**config.mk**
```make
export PLATFORM = sky130hd
export DESIGN_NAME = centroid_overlay
export DESIGN_NICKNAME = d
export VERILOG_FILES = /design/src/rtl/vp_pkg.sv /design/src/rtl/seq_div.sv /design/src/rtl/centroid_overlay.sv
export SDC_FILE = /design/constraint.sdc
export NUM_CORES = 1
export LEC_CHECK = 0
export CORE_MARGIN = 4
export CORE_UTILIZATION = 30
export CTS_BUF_LIST = sky130_fd_sc_hd__clkbuf_8 sky130_fd_sc_hd__clkbuf_16
export CTS_CLUSTER_DIAMETER = 200
export DETAILED_ROUTE_END_ITERATION = 10
export GPL_ROUTABILITY_DRIVEN = 1
export GPL_TIMING_DRIVEN = 1
export PLACE_DENSITY_LB_ADDON = 0.08
export SETUP_SLACK_MARGIN = 0.3
export SYNTH_ARGS = -nofsm -noshare
export SYNTH_HDL_FRONTEND = slang
export SYNTH_SLANG_ARGS = --single-unit
```
**constraint.sdc**
```tcl
create_clock -name clk -period 4.1 [get_ports clk]
set_input_delay 0.82 -clock clk [delete_from_list [all_inputs] [get_ports clk]]
set_output_delay 0.82 -clock clk [all_outputs]
set_load 0.02 [all_outputs]
```
**src/rtl/vp_pkg.sv**
```systemverilog
// Shared widths, FSM encoding and helpers for the centroid overlay pipeline.
// Coordinates are 11 bit; the pixel-count and moment accumulators are 20 and 32 bit.
package vp_pkg;

    localparam int COORD_W = 11;
    localparam int M00_W   = 20;
    localparam int MOM_W   = 32;

    typedef enum logic [1:0] {
        ST_IDLE  = 2'd0,
        ST_DIV_X = 2'd1,
        ST_DIV_Y = 2'd2,
        ST_DONE  = 2'd3
    } cent_state_t;

    // Counter increment that sticks at max_v instead of wrapping
    function automatic logic [COORD_W-1:0] sat_inc(input logic [COORD_W-1:0] v,
                                                   input logic [COORD_W-1:0] max_v);
        return (v >= max_v) ? max_v : v + 1'b1;
    endfunction

endpackage

```
**src/rtl/seq_div.sv**
```systemverilog
// Restoring divider, one quotient bit per clock, MOM_W cycles per division.
// A new start aborts any division in flight; done pulses for one cycle.
module seq_div
    import vp_pkg::*;
#(
    parameter int QW = COORD_W
) (
    input  logic             clk,
    input  logic             rst_n,
    input  logic             start,
    input  logic [MOM_W-1:0] dividend,
    input  logic [MOM_W-1:0] divisor,
    output logic             busy,
    output logic             done,
    output logic [QW-1:0]    quotient
);

    localparam int CNT_W = $clog2(MOM_W + 1);

    logic [MOM_W-1:0] rem_reg;
    logic [MOM_W-1:0] quo_reg;
    logic [MOM_W-1:0] dvs_reg;
    logic [CNT_W-1:0] cnt_reg;
    logic             busy_reg;
    logic             done_reg;
    logic [MOM_W:0]   rem_shift;
    logic [MOM_W:0]   diff;

    // Dividend bits shift out of the quotient register into the partial remainder
    assign rem_shift = {rem_reg, quo_reg[MOM_W-1]};
    assign diff      = rem_shift - {1'b0, dvs_reg};

    always_ff @(posedge clk or negedge rst_n) begin
        if (!rst_n) begin
            rem_reg  <= '0;
            quo_reg  <= '0;
            dvs_reg  <= '0;
            cnt_reg  <= '0;
            busy_reg <= 1'b0;
            done_reg <= 1'b0;
        end else if (start) begin
            rem_reg  <= '0;
            quo_reg  <= dividend;
            dvs_reg  <= divisor;
            cnt_reg  <= CNT_W'(MOM_W);
            busy_reg <= 1'b1;
            done_reg <= 1'b0;
        end else if (busy_reg) begin
            quo_reg <= {quo_reg[MOM_W-2:0], ~diff[MOM_W]};
            rem_reg <= diff[MOM_W] ? rem_shift[MOM_W-1:0] : diff[MOM_W-1:0];
            cnt_reg <= cnt_reg - 1'b1;
            if (cnt_reg == CNT_W'(1)) begin
                busy_reg <= 1'b0;
                done_reg <= 1'b1;
            end
        end else begin
            done_reg <= 1'b0;
        end
    end

    assign busy     = busy_reg;
    assign done     = done_reg;
    assign quotient = quo_reg[QW-1:0];

endmodule

```
**src/rtl/centroid_overlay.sv**
```systemverilog
// Per-frame centroid of foreground pixels, computed after each v_sync rise and
// drawn as a cross (row y_c, column x_c) over the 1-cycle delayed video.
module centroid_overlay
    import vp_pkg::*;
#(
    parameter int          IMG_W      = 1280,
    parameter int          IMG_H      = 720,
    parameter logic [23:0] MARK_COLOR = 24'hFF0000
) (
    input  logic               clk,
    input  logic               rst_n,
    input  logic [23:0]        pixel_in,
    input  logic               de_in,
    input  logic               h_sync_in,
    input  logic               v_sync_in,
    output logic [23:0]        pixel_out,
    output logic               de_out,
    output logic               h_sync_out,
    output logic               v_sync_out,
    output logic [COORD_W-1:0] x_c,
    output logic [COORD_W-1:0] y_c,
    output logic               c_valid
);

    localparam logic [COORD_W-1:0] X_MAX  = COORD_W'(IMG_W - 1);
    localparam logic [COORD_W-1:0] Y_MAX  = COORD_W'(IMG_H - 1);
    localparam logic [COORD_W-1:0] X_INIT = COORD_W'(IMG_W / 2);
    localparam logic [COORD_W-1:0] Y_INIT = COORD_W'(IMG_H / 2);

    logic [COORD_W-1:0] x_reg, y_reg, y_pix;
    logic               de_prev_reg, vs_prev_reg;
    logic               vs_rise, de_fall, fg;
    logic [M00_W-1:0]   m00_reg, m00_eff, lat_m00_reg;
    logic [MOM_W-1:0]   m10_reg, m01_reg, lat_m01_reg;
    logic               armed_reg;
    cent_state_t        state_reg, state_next;
    logic               div_start, div_busy, div_done;
    logic [MOM_W-1:0]   div_dividend, div_divisor;
    logic [COORD_W-1:0] div_quot;
    logic [COORD_W-1:0] qx_reg, x_c_reg, y_c_reg;
    logic [23:0]        pixel_out_reg;
    logic               de_out_reg, hs_out_reg, vs_out_reg;

    assign vs_rise = v_sync_in & ~vs_prev_reg;
    assign de_fall = ~de_in & de_prev_reg;
    // A pixel coincident with the v_sync rise belongs to the new frame, i.e. row 0
    assign y_pix   = vs_rise ? '0 : y_reg;
    assign fg      = de_in & (pixel_in[7:0] != 8'd0);
    // Until the first v_sync rise after reset the frame is partial and never reported
    assign m00_eff = armed_reg ? m00_reg : '0;

    always_ff @(posedge clk or negedge rst_n) begin
        if (!rst_n) begin
            x_reg       <= '0;
            y_reg       <= '0;
            de_prev_reg <= 1'b0;
            vs_prev_reg <= 1'b0;
        end else begin
            de_prev_reg <= de_in;
            vs_prev_reg <= v_sync_in;
            if (de_in)
                x_reg <= sat_inc(x_reg, X_MAX);
            else if (de_fall)
                x_reg <= '0;
            if (vs_rise)
                y_reg <= '0;
            else if (de_fall)
                y_reg <= sat_inc(y_reg, Y_MAX);
        end
    end

    always_ff @(posedge clk or negedge rst_n) begin
        if (!rst_n) begin
            m00_reg     <= '0;
            m10_reg     <= '0;
            m01_reg     <= '0;
            lat_m00_reg <= '0;
            lat_m01_reg <= '0;
            armed_reg   <= 1'b0;
        end else if (vs_rise) begin
            lat_m00_reg <= m00_eff;
            lat_m01_reg <= m01_reg;
            armed_reg   <= 1'b1;
            m00_reg     <= fg ? M00_W'(1) : '0;
            m10_reg     <= fg ? MOM_W'(x_reg) : '0;
            m01_reg     <= fg ? MOM_W'(y_pix) : '0;
        end else if (fg) begin
            m00_reg <= m00_reg + 1'b1;
            m10_reg <= m10_reg + MOM_W'(x_reg);
            m01_reg <= m01_reg + MOM_W'(y_pix);
        end
    end

    always_ff @(posedge clk or negedge rst_n) begin
        if (!rst_n)
            state_reg <= ST_IDLE;
        else
            state_reg <= state_next;
    end

    // x division takes its operands straight from the accumulators on the v_sync rise
    always_comb begin
        state_next   = state_reg;
        div_start    = 1'b0;
        div_dividend = lat_m01_reg;
        div_divisor  = MOM_W'(lat_m00_reg);
        if (vs_rise) begin
            div_dividend = m10_reg;
            div_divisor  = MOM_W'(m00_eff);
            if (m00_eff != '0) begin
                state_next = ST_DIV_X;
                div_start  = 1'b1;
            end else begin
                state_next = ST_IDLE;
            end
        end else begin
            case (state_reg)
                ST_IDLE: state_next = ST_IDLE;
                ST_DIV_X: begin
                    if (div_done) begin
                        state_next = ST_DIV_Y;
                        div_start  = 1'b1;
                    end else if (!div_busy) begin
                        state_next = ST_IDLE;
                    end
                end
                ST_DIV_Y: begin
                    if (div_done)
                        state_next = ST_DONE;
                    else if (!div_busy)
                        state_next = ST_IDLE;
                end
                ST_DONE: state_next = ST_IDLE;
                default: state_next = ST_IDLE;
            endcase
        end
    end

    seq_div #(
        .QW(COORD_W)
    ) u_div (
        .clk      (clk),
        .rst_n    (rst_n),
        .start    (div_start),
        .dividend (div_dividend),
        .divisor  (div_divisor),
        .busy     (div_busy),
        .done     (div_done),
        .quotient (div_quot)
    );

    always_ff @(posedge clk or negedge rst_n) begin
        if (!rst_n) begin
            qx_reg  <= '0;
            x_c_reg <= X_INIT;
            y_c_reg <= Y_INIT;
        end else begin
            if (state_reg == ST_DIV_X && state_next == ST_DIV_Y)
                qx_reg <= div_quot;
            if (state_next == ST_DONE) begin
                x_c_reg <= qx_reg;
                y_c_reg <= div_quot;
            end
        end
    end

    always_ff @(posedge clk or negedge rst_n) begin
        if (!rst_n) begin
            pixel_out_reg <= '0;
            de_out_reg    <= 1'b0;
            hs_out_reg    <= 1'b0;
            vs_out_reg    <= 1'b0;
        end else begin
            pixel_out_reg <= (de_in && (x_reg == x_c_reg || y_pix == y_c_reg)) ? MARK_COLOR : pixel_in;
            de_out_reg    <= de_in;
            hs_out_reg    <= h_sync_in;
            vs_out_reg    <= v_sync_in;
        end
    end

    assign pixel_out  = pixel_out_reg;
    assign de_out     = de_out_reg;
    assign h_sync_out = hs_out_reg;
    assign v_sync_out = vs_out_reg;
    assign x_c        = x_c_reg;
    assign y_c        = y_c_reg;
    assign c_valid    = (state_reg == ST_DONE);

endmodule

```
# [Word level (Yosys, flattened, before mapping)]
# Index checks and enable logic that the tools add are counted.
[word_totals] reg_bits=325 inputBits=29 out_inout_bits=50 word_cells=100
[classes] n_reduce_logical=11 n_eq_ne=9 n_bitwise=6 magnitude_cmp=2 mux=43 add_sub_neg=7
[ops] op="$mux 32" n=10
[ops] op="$mux 11" n=9
[ops] op="$mux 20" n=4
[ops] op="$add 32x11->32" n=2
[ops] op="$sub 33x32->33" n=1
[ops] op="$mux 24" n=1
[ops] op="$add 11x1->11 const B" n=2
[ops] op="$eq 11x11->1" n=2
[ops] op="$add 20x1->20 const B" n=1
[ops] op="$reduce_bool 20->1" n=1
[ops] op="$mux 1" n=12
[ops] op="$mux 6" n=2
[ops] op="$ge 11x10->1 const B" n=1
[ops] op="$ge 11x11->1 const B" n=1
[ops] op="$eq 2x2->1 const B" n=4
[ops] op="$mux 2" n=4
[ops] op="$reduce_bool 2->1" n=4
[ops] op="$reduce_bool 8->1" n=1
[ops] op="$eq 6x1->1 const B" n=1
[ops] op="$pmux 2 s3" n=1
[ops] op="$sub 6x1->6 const B" n=1
[ops] op="$and 1x1->1" n=3
[ops] op="$ne 3x3->1 const B" n=1
[ops] op="$not 1->1" n=3
[ops] op="5 further kinds" n=6

# [Depth between registers and ports, before layout]
# Gate-level depths: netlist (run 1).
[logic_depth] depth_word=7 mapped_depth=15 depth_no_buf=12

# [Cells and area by module]
# From an unflattened synthesis (run 1), not the netlist that was laid out.
[hier_totals] hier_cells=1927 hier_area_um2=17723.2
[by_module_without_submodules] module="centroid_overlay" n_inst=1 area_each_um2=11359.6 seq_area_each_um2=5537.8 cells_each=1220
[by_module_without_submodules] module="seq_div" n_inst=1 area_each_um2=6363.6 seq_area_each_um2=2602.5 cells_each=707

# [Worst setup path after synthesis (run 1)]
# No wires, ideal clock.
[synth_timing] kind="input to register" from="input v_sync_in" to="register m01_reg[16]" arrival_ps=3690 stages=14 t_required_ps=3968 setup_slack_ps=278 setup_time_ps=132 n_path_buf=4 cell_sequence="nor2b_1 clkbuf_1 clkbuf_1 clkbuf_1 nor2_1 ha_1 or3_1 a21oi_1 o21ai_0 a31oi_1 clkbuf_1 nand4b_1 xor2_1 nor2_1"
[synth_via] elab_chain_len=5 word_cells_on_any_way=6 classes_between="1 x add/sub; 3 x mux; 1 x bitwise; 1 x reduce/logical"
[synth_lines] item="start, declared" line="centroid_overlay.sv:15" rtl="input logic v_sync_in,"
[synth_lines] item="$and 1x1->1 (*)" line="centroid_overlay.sv:44" rtl="assign vs_rise = v_sync_in & ~vs_prev_reg;"
[synth_lines] item="$mux 11" line="centroid_overlay.sv:47" rtl="assign y_pix = vs_rise ? '0 : y_reg;"
[synth_lines] item="$add 32x11->32" line="centroid_overlay.sv:90" rtl="m01_reg <= m01_reg + MOM_W'(y_pix);"
[synth_lines] item="$mux 32" line="centroid_overlay.sv:87" rtl="end else if (fg) begin"
[synth_lines] item="$mux 32" line="centroid_overlay.sv:80" rtl="end else if (vs_rise) begin"
[synth_lines] item="end signal, assigned" line="centroid_overlay.sv:86" rtl="m01_reg <= fg ? MOM_W'(y_pix) : '0;"
[synth_lines] item="end signal, assigned" line="centroid_overlay.sv:90"
[synth_lines] item="end, declared" line="centroid_overlay.sv:34" rtl="logic [MOM_W-1:0] m10_reg, m01_reg, lat_m01_reg;"
# Mark *: on every way between the ends. The rest lies on a longest branch, timed or not. The select of a mux whose other input is x is not followed.
# A chain may end at the register's enable or synchronous reset.

# [Final worst setup path (run 1)]
[layout_timing] from="register u_div.quo_reg[31]" to="register u_div.rem_reg[21]"
[layout_via] elab_chain_len=4
[layout_lines] item="start, declared" line="seq_div.sv:21" rtl="logic [MOM_W-1:0] quo_reg;"
[layout_lines] item="start signal, assigned" line="seq_div.sv:43" rtl="quo_reg <= dividend;"
[layout_lines] item="start signal, assigned" line="seq_div.sv:49" rtl="quo_reg <= {quo_reg[MOM_W-2:0], ~diff[MOM_W]};"
[layout_lines] item="$sub 33x32->33" line="seq_div.sv:31" rtl="assign diff = rem_shift - {1'b0, dvs_reg};"
[layout_lines] item="$mux 32" line="seq_div.sv:50" rtl="rem_reg <= diff[MOM_W] ? rem_shift[MOM_W-1:0] : diff[MOM_W-1:0];"
[layout_lines] item="$mux 32" line="seq_div.sv:48" rtl="end else if (busy_reg) begin"
[layout_lines] item="$mux 32" line="seq_div.sv:41" rtl="end else if (start) begin"
[layout_lines] item="end signal, assigned" line="seq_div.sv:50"
[layout_lines] item="end, declared" line="seq_div.sv:20" rtl="logic [MOM_W-1:0] rem_reg;"
# Every way passes these cells. The select of a mux whose other input is x is not followed.

==> metrics.csv, run 1 <==
metric,value,unit
unrepaired setup endpoints after global routing,false,
area of the core region,53800,µm²
buffers added on ports,78,
Hold Fails Final Rpt,0,
Max Root-Sink Buffers,3,
Tot GR Track Use,0.153,
headroom to the max-slew limit,0.399,
CP startpoint kind,register,
power density over cell area,684,nW/µm²
vias post-DR,12877,
sequential area share after synthesis,0.481,
worst hold path class,in -> async,
clock skew,0.0228,ns
final count of negative-setup-slack endpoints,0,
Worst Setup End Kind,register,
number of optimization iterations in the first detailed-route pass,5,
wire length of the first global-routing pass,72.0,mm
Residual DRC,0,
Die Span X,241,µm
root buffer selected by CTS,sky130_fd_sc_hd__clkbuf_16,
count of antenna-violating nets left after detailed routing,0,
post-CTS clock slew at the launch and capture registers of the worst setup and hold paths,0.06,ns
layout-stage area growth over the synthesis result,19.5,%
uppermost metal layer occupied by signal nets,met4,
number of instances in the synthesized netlist,1771,
cell area after synthesis,16300,µm²
"number of placed instances, taps included",2492,
Max IR drop VDD,267,µV
most used flip-flop cell after synthesis,sky130_fd_sc_hd__dfrtp_1,
overall overflow remaining after global route,0,
Leakage,8.78,nW
total die area,58200,µm²
"count of placed standard cells in the final layout, fillers left out",2567,
Detailed Place HPWL,29.8,mm
routability congestion estimate,0.813,
detailed-route wire length on metal 1,22.3,mm
Syn. warnings,0,
status,"finished, final reports clean",
"Net Count, Synth",1850,
Std-Cell Rows,85,
synth unique cells,65,
time the final worst path needs with I/O delays and setup,3.53,ns
clock latency of the later-clocked register in the worst-skew pair,0.56,ns
routed length per instance,17.0,µm
sum of negative setup slack,0,ns
Post-synth EDFFs,0,
slowest cell delay on critical path,0.59,ns
Peak Freq,283,MHz
setup bufs post-CTS,0,
Required @ worst endpoint,4.57,ns
slew at the pin closest to its max-slew limit,0.902,ns
I/O pin cnt,79,
critical path class,reg -> reg,
Max-cap violations,0,
number of antenna violations at the first check in global routing,0,
critical path data arrival time,4.01,ns
vertical extent of the die,241,µm
maximum number of pins on one net before global-route repair,116,
fraction of registers with async set/reset,1.00,
"flops & latches, synth",313,
number of global-route vias before repair,12706,
average cell area after synthesis,9.21,µm²
vias per cell,5.02,
maximum level of the CTS H-tree,2,
master of the slowest instance on the critical path,sky130_fd_sc_hd__or4b_4,
metal2 WL,18.9,mm
Routed met3 length,1.47,mm
worst hold slack after final layout,0.280,ns
CTS tree,yes,
most numerous cell on the critical path,sky130_fd_sc_hd__inv_1,
number of buffers inserted during clock tree synthesis,40,
total count of max-transition violations in the final report,0,
clock tree sinks,313,
Final Net Count,1917,
starting density of the core,0.303,
CP max FO,8,
ratio of final minimum period to clock period,0.862,
post-detailed-routing wire length,43.6,mm
cells along the critical path,inv_1 -> ha_1 -> inv_1 -> fa_1 -> a211oi_1 -> o21ai_0 -> o21ai_1 -> a31oi_2 -> or4b_4 -> and2_1 -> or4_1 -> a31oi_1,
iteration-0 DRC count of the detailed router,754,
fraction of layout cells with a size suffix above 1,0.0920,
power breakdown:
part,total [W],internal (W),switching (W),leakage [nW]
Sequential,0.00449,0.00386,0.000630,4.06
Clock,0.00389,0.00243,0.00145,0.742
Combinational,0.00495,0.00222,0.00274,3.98
Total,0.0133,0.00851,0.00482,8.78
critical path: cells and delay by family, from the launching register on:
kind | cells | cell delay, ns
simple gates | 3 | 1.37
buf+inv | 2 | 0.14
compound gates | 5 | 1.00
flops | 1 | 0.36
fa+ha+maj | 2 | 0.60
cells in the mapped netlist, types with 11 or more instances:
cell type                  instances  share of area
sky130_fd_sc_hd__nor2_1          122          0.028
sky130_fd_sc_hd__and2_1           35          0.013
sky130_fd_sc_hd__a211oi_1         44          0.020
sky130_fd_sc_hd__a21o_1           11         0.0051
sky130_fd_sc_hd__ha_1             47          0.036
sky130_fd_sc_hd__clkbuf_1         86          0.020
sky130_fd_sc_hd__nor3_1           17         0.0052
sky130_fd_sc_hd__xor2_1           49          0.026
sky130_fd_sc_hd__o21ai_0         105          0.032
sky130_fd_sc_hd__inv_1            45          0.010
sky130_fd_sc_hd__a21oi_1         125          0.038
sky130_fd_sc_hd__or3_1            23         0.0088
sky130_fd_sc_hd__mux2_2           35          0.024
sky130_fd_sc_hd__nand2_1         279          0.064
sky130_fd_sc_hd__nand2b_1         28          0.011
sky130_fd_sc_hd__xnor2_1          43          0.023
sky130_fd_sc_hd__mux2i_1          30          0.018
sky130_fd_sc_hd__nor4_1           14         0.0054
sky130_fd_sc_hd__nor2b_1          38          0.015
sky130_fd_sc_hd__nand4_1          25         0.0096
sky130_fd_sc_hd__dfrtp_1         307           0.47
sky130_fd_sc_hd__a31oi_1          49          0.019
sky130_fd_sc_hd__and3_1           26          0.010
sky130_fd_sc_hd__nand3_1          78          0.024
per-layer routing:
layer	vias to the layer above	global-route usage
met3	54	0.0226
met1	6269	0.228
met2	175	0.233
met4	0	0.0410
met5	-	0
li1	6379	-
final cells by class:
cell class                 instances  area [µm²]
inverter                          46         173
fill                            5461       34300
tap                              696         871
multi-input combinational       1316        7980
clock inverter                    27         342
timing repair buffer             121        1170
antenna                            1        2.50
sequential                       313        7840
clock buffer                      47        1110
final timing paths:
check                                  start                 to  slack [ns]  cells after the start
setup / recovery           u_div.quo_reg[31]  u_div.rem_reg[21]        0.57                     12
hold / removal                         rst_n      pixel_out[15]        0.28                      1
setup reg to reg           u_div.quo_reg[31]  u_div.rem_reg[21]        0.57                     12
hold reg to reg               lat_m01_reg[8]     lat_m01_reg[8]        0.46                      2
max in group asynchronous              rst_n             y_c[6]        2.85                      2
min in group clk              lat_m01_reg[8]     lat_m01_reg[8]        0.46                      2
cell usage in the layout, fill, tap and decap left out, types with 27 or more instances in the layout:
master                            instances
sky130_fd_sc_hd__a211oi_1                43
sky130_fd_sc_hd__a21oi_1                124
sky130_fd_sc_hd__a31oi_1                 48
sky130_fd_sc_hd__and2_1                  34
sky130_fd_sc_hd__buf_4                   38
sky130_fd_sc_hd__clkbuf_16               41
sky130_fd_sc_hd__clkdlybuf4s50_1         77
sky130_fd_sc_hd__dfrtp_1                306
sky130_fd_sc_hd__ha_1                    47
sky130_fd_sc_hd__inv_1                   51
sky130_fd_sc_hd__mux2_2                  35
sky130_fd_sc_hd__mux2i_1                 30
sky130_fd_sc_hd__nand2_1                278
sky130_fd_sc_hd__nand2b_1                27
sky130_fd_sc_hd__nand3_1                 78
sky130_fd_sc_hd__nor2_1                 122
sky130_fd_sc_hd__nor2b_1                 37
sky130_fd_sc_hd__o21ai_0                104
sky130_fd_sc_hd__xnor2_1                 42
sky130_fd_sc_hd__xor2_1                  49
stage by stage:
step | cell area [µm²] | utilization | setup slack [ns] | power (W)
6_report | 19500 | 0.362 | 0.567 | 0.0133
5_1_grt | 19500 | 0.362 | 0.370 | 0.0144
4_1_cts | 19500 | 0.362 | 0.388 | 0.0135
3_5_place_dp | 18000 | 0.335 | 0.118 | 0.00953
3_3_place_gp | 18000 | 0.335 | 0.186 | 0.00949
2_1_floorplan | 16300 | - | 0.370 | 0.00800
cell families (layout without fill, tap and decap cells):
family | count (synthesis) | count (layout) | synth area share
and+or+nand+nor | 710 | 710 | 0.206
AOI/OAI and AO/OA | 399 | 399 | 0.148
DFF | 313 | 313 | 0.481
buffers and inverters | 142 | 241 | 0.0332
xor gates and xnor gates | 92 | 92 | 0.0494
muxes | 65 | 65 | 0.0426
adders and majority gates | 50 | 50 | 0.0397
other | 0 | 1 | 0
repair_timing:
item	in CTS	in global routing
endpoints found under the setup margin	6	4
gates cloned	0	0
gates resized for setup	1	4
hold buffers	0	0
Note: power is estimated with default switching activity, not from simulation.
==> inputs of run 2 (changes only) <==
Settings changed: CORE_MARGIN 4 to 3, DONT_BUFFER_PORTS set to 1, GPL_TIMING_DRIVEN 1 to 0.
==> metrics.csv, run 2 (synthesis results as in run 1) <==
metric,value,unit,change
status,"finished, final reports clean",,
Leakage,8.37,nW,-4.7%
Final Net Count,1895,,-1.1%
clock latency of the later-clocked register in the worst-skew pair,0.57,ns,about the same
number of optimization iterations in the first detailed-route pass,5,,unchanged
post-detailed-routing wire length,49.7,mm,+14%
Hold Fails Final Rpt,0,,unchanged
CTS tree,yes,,
Worst Setup End Kind,register,,
routed length per instance,19.6,µm,+16%
Die Span X,239,µm,-0.83%
vias post-DR,13109,,+1.8%
slew at the pin closest to its max-slew limit,1.02,ns,+0.116 ns
layout-stage area growth over the synthesis result,14.4,%,
critical path data arrival time,4.09,ns,+0.08 ns
overall overflow remaining after global route,0,,unchanged
starting density of the core,0.307,,+0.00361
fraction of the core area covered by cells at the end of the flow,0.351,,-0.0115
routability congestion estimate,0.816,,+0.28%
cell area after placement,17200,µm²,-4.7%
critical path class,reg -> reg,,
launch point of the worst reg-to-reg path,v_sync_out,,
I/O pin cnt,79,,unchanged
"commonest non-fill, non-tap cells in the layout","sky130_fd_sc_hd__dfrtp_1, sky130_fd_sc_hd__nand2_1, sky130_fd_sc_hd__a21oi_1",,
Tot GR Track Use,0.175,,+0.0221
Residual DRC,0,,unchanged
worst hold path class,in -> async,,
Required @ worst endpoint,4.57,ns,about the same
total die area,57200,µm²,-1.7%
final cell area excluding filler cells,18700,µm²,-4.3%
count of antenna-violating nets left after detailed routing,0,,unchanged
number of antenna violations at the first check in global routing,0,,unchanged
buffers added on ports,0,,-100%
critical path launch point,v_sync_out,,
clock tree sinks,313,,unchanged
number of global-route vias before repair,13211,,+4.0%
power density over cell area,690,nW/µm²,+0.91%
vias per cell,5.17,,+3.1%
antenna diode instance count,0,,-1
unrepaired setup endpoints after global routing,true,,
post-CTS clock slew at the launch and capture registers of the worst setup and hold paths,0.06,ns,about the same
"most common cell after layout, fill and taps aside",sky130_fd_sc_hd__dfrtp_1,,
CP startpoint kind,register,,
wire length of the first global-routing pass,78.8,mm,+9.5%
Max IR drop VDD,355,µV,+33%
Max-cap violations,0,,unchanged
Detailed Place HPWL,34.8,mm,+17%
ratio of final minimum period to clock period,0.885,,+0.0234
CP max FO,10,,+2
maximum number of pins on one net before global-route repair,314,,+170%
headroom to the max-slew limit,0.321,,-0.0770
final count of negative-setup-slack endpoints,0,,unchanged
total count of max-transition violations in the final report,0,,unchanged
vertical extent of the die,239,µm,-0.83%
iteration-0 DRC count of the detailed router,812,,+7.7%
Std-Cell Rows,84,,-1.2%
area of the core region,53200,µm²,-1.2%
clock skew,0.0330,ns,+0.0102 ns
fraction of layout cells with a size suffix above 1,0.0785,,-0.0134
Max Root-Sink Buffers,3,,unchanged
root buffer selected by CTS,sky130_fd_sc_hd__clkbuf_16,,
time the final worst path needs with I/O delays and setup,3.63,ns,+0.0958 ns
maximum level of the CTS H-tree,2,,unchanged
number of buffers inserted during clock tree synthesis,40,,unchanged
Peak Freq,276,MHz,-2.6%
==> run 2: metal layers <==
layer / global-route usage / part of all wire
met4: 0.0467 / 0.020
met2: 0.272 / 0.44
met3: 0.0241 / 0.034
met5: 0 / 0
met1: 0.256 / 0.50
==> run 2: worst paths after layout <==
| path | endpoint | slack (ns) | depth (start not counted) |
|---|---|---|---|
| max | m01_reg[13] | 0.47 | 13 |
| min | h_sync_out | 0.06 | 0 |
| max reg2reg | m01_reg[13] | 0.47 | 13 |
| min reg2reg | lat_m01_reg[1] | 0.46 | 2 |
| max in group asynchronous | m10_reg[23] | 3.38 | 0 |
| min in group clk | de_out | 0.28 | 0 |
==> run 2: layout make-up <==
class                   count  area [µm²]
clock buffers              50        1140
clock inverters            22         196
flip-flops and latches    313        7840
well taps                 688         861
fillers                  5439       34500
repair buffers              3        42.5
inverters                  46         173
plain buffers              96         395
multi-input cells        1316        8010
==> run 2: metrics by stage <==
step | worst slack (ns) | hold WS (ns) | setup TNS [ns] | power [W] | std cells
5_1_grt | 0.245 | -0.0218 | 0 | 0.0138 | 2534
4_1_cts | 0.322 | -0.0926 | 0 | 0.0130 | 2533
6_report | 0.471 | 0.0617 | 0 | 0.0129 | 2534
2_1_floorplan | 0.370 | 0.432 | 0 | 0.00800 | 1771
3_3_place_gp | -1.83 | 0.447 | -36.35 | 0.00924 | 2459
3_5_place_dp | -1.74 | 0.454 | -33.88 | 0.00929 | 2459
==> run 2: power breakdown <==
group          total [W]  switching, W  internal, W
clock network    0.00357       0.00147      0.00210
registers        0.00468      0.000816      0.00386
logic            0.00463       0.00269      0.00194
total             0.0129       0.00497      0.00790
==> run 2: repair_timing <==
item | in CTS | in global routing
hold endpoints to repair | 307 | 94
resized for setup | 28 | 9
pin swaps | 2 | 1
setup buffers | 2 | 0
endpoints found under the setup margin | 61 | 25
==> run 2: critical path: stages (launching register included) <==
cell and delay (ns):
sky130_fd_sc_hd__dfrtp_2 0.44, sky130_fd_sc_hd__nand2b_1 0.23, sky130_fd_sc_hd__clkbuf_4 0.30, sky130_fd_sc_hd__buf_4 0.28, sky130_fd_sc_hd__clkbuf_4 0.31, sky130_fd_sc_hd__and2_1 0.16
sky130_fd_sc_hd__ha_1 0.26, sky130_fd_sc_hd__a21oi_1 0.23, sky130_fd_sc_hd__o21bai_1 0.15, sky130_fd_sc_hd__a21oi_2 0.28, sky130_fd_sc_hd__nor3_2 0.12, sky130_fd_sc_hd__o21ai_1 0.26
sky130_fd_sc_hd__mux2_2 0.36, sky130_fd_sc_hd__nor3_1 0.16
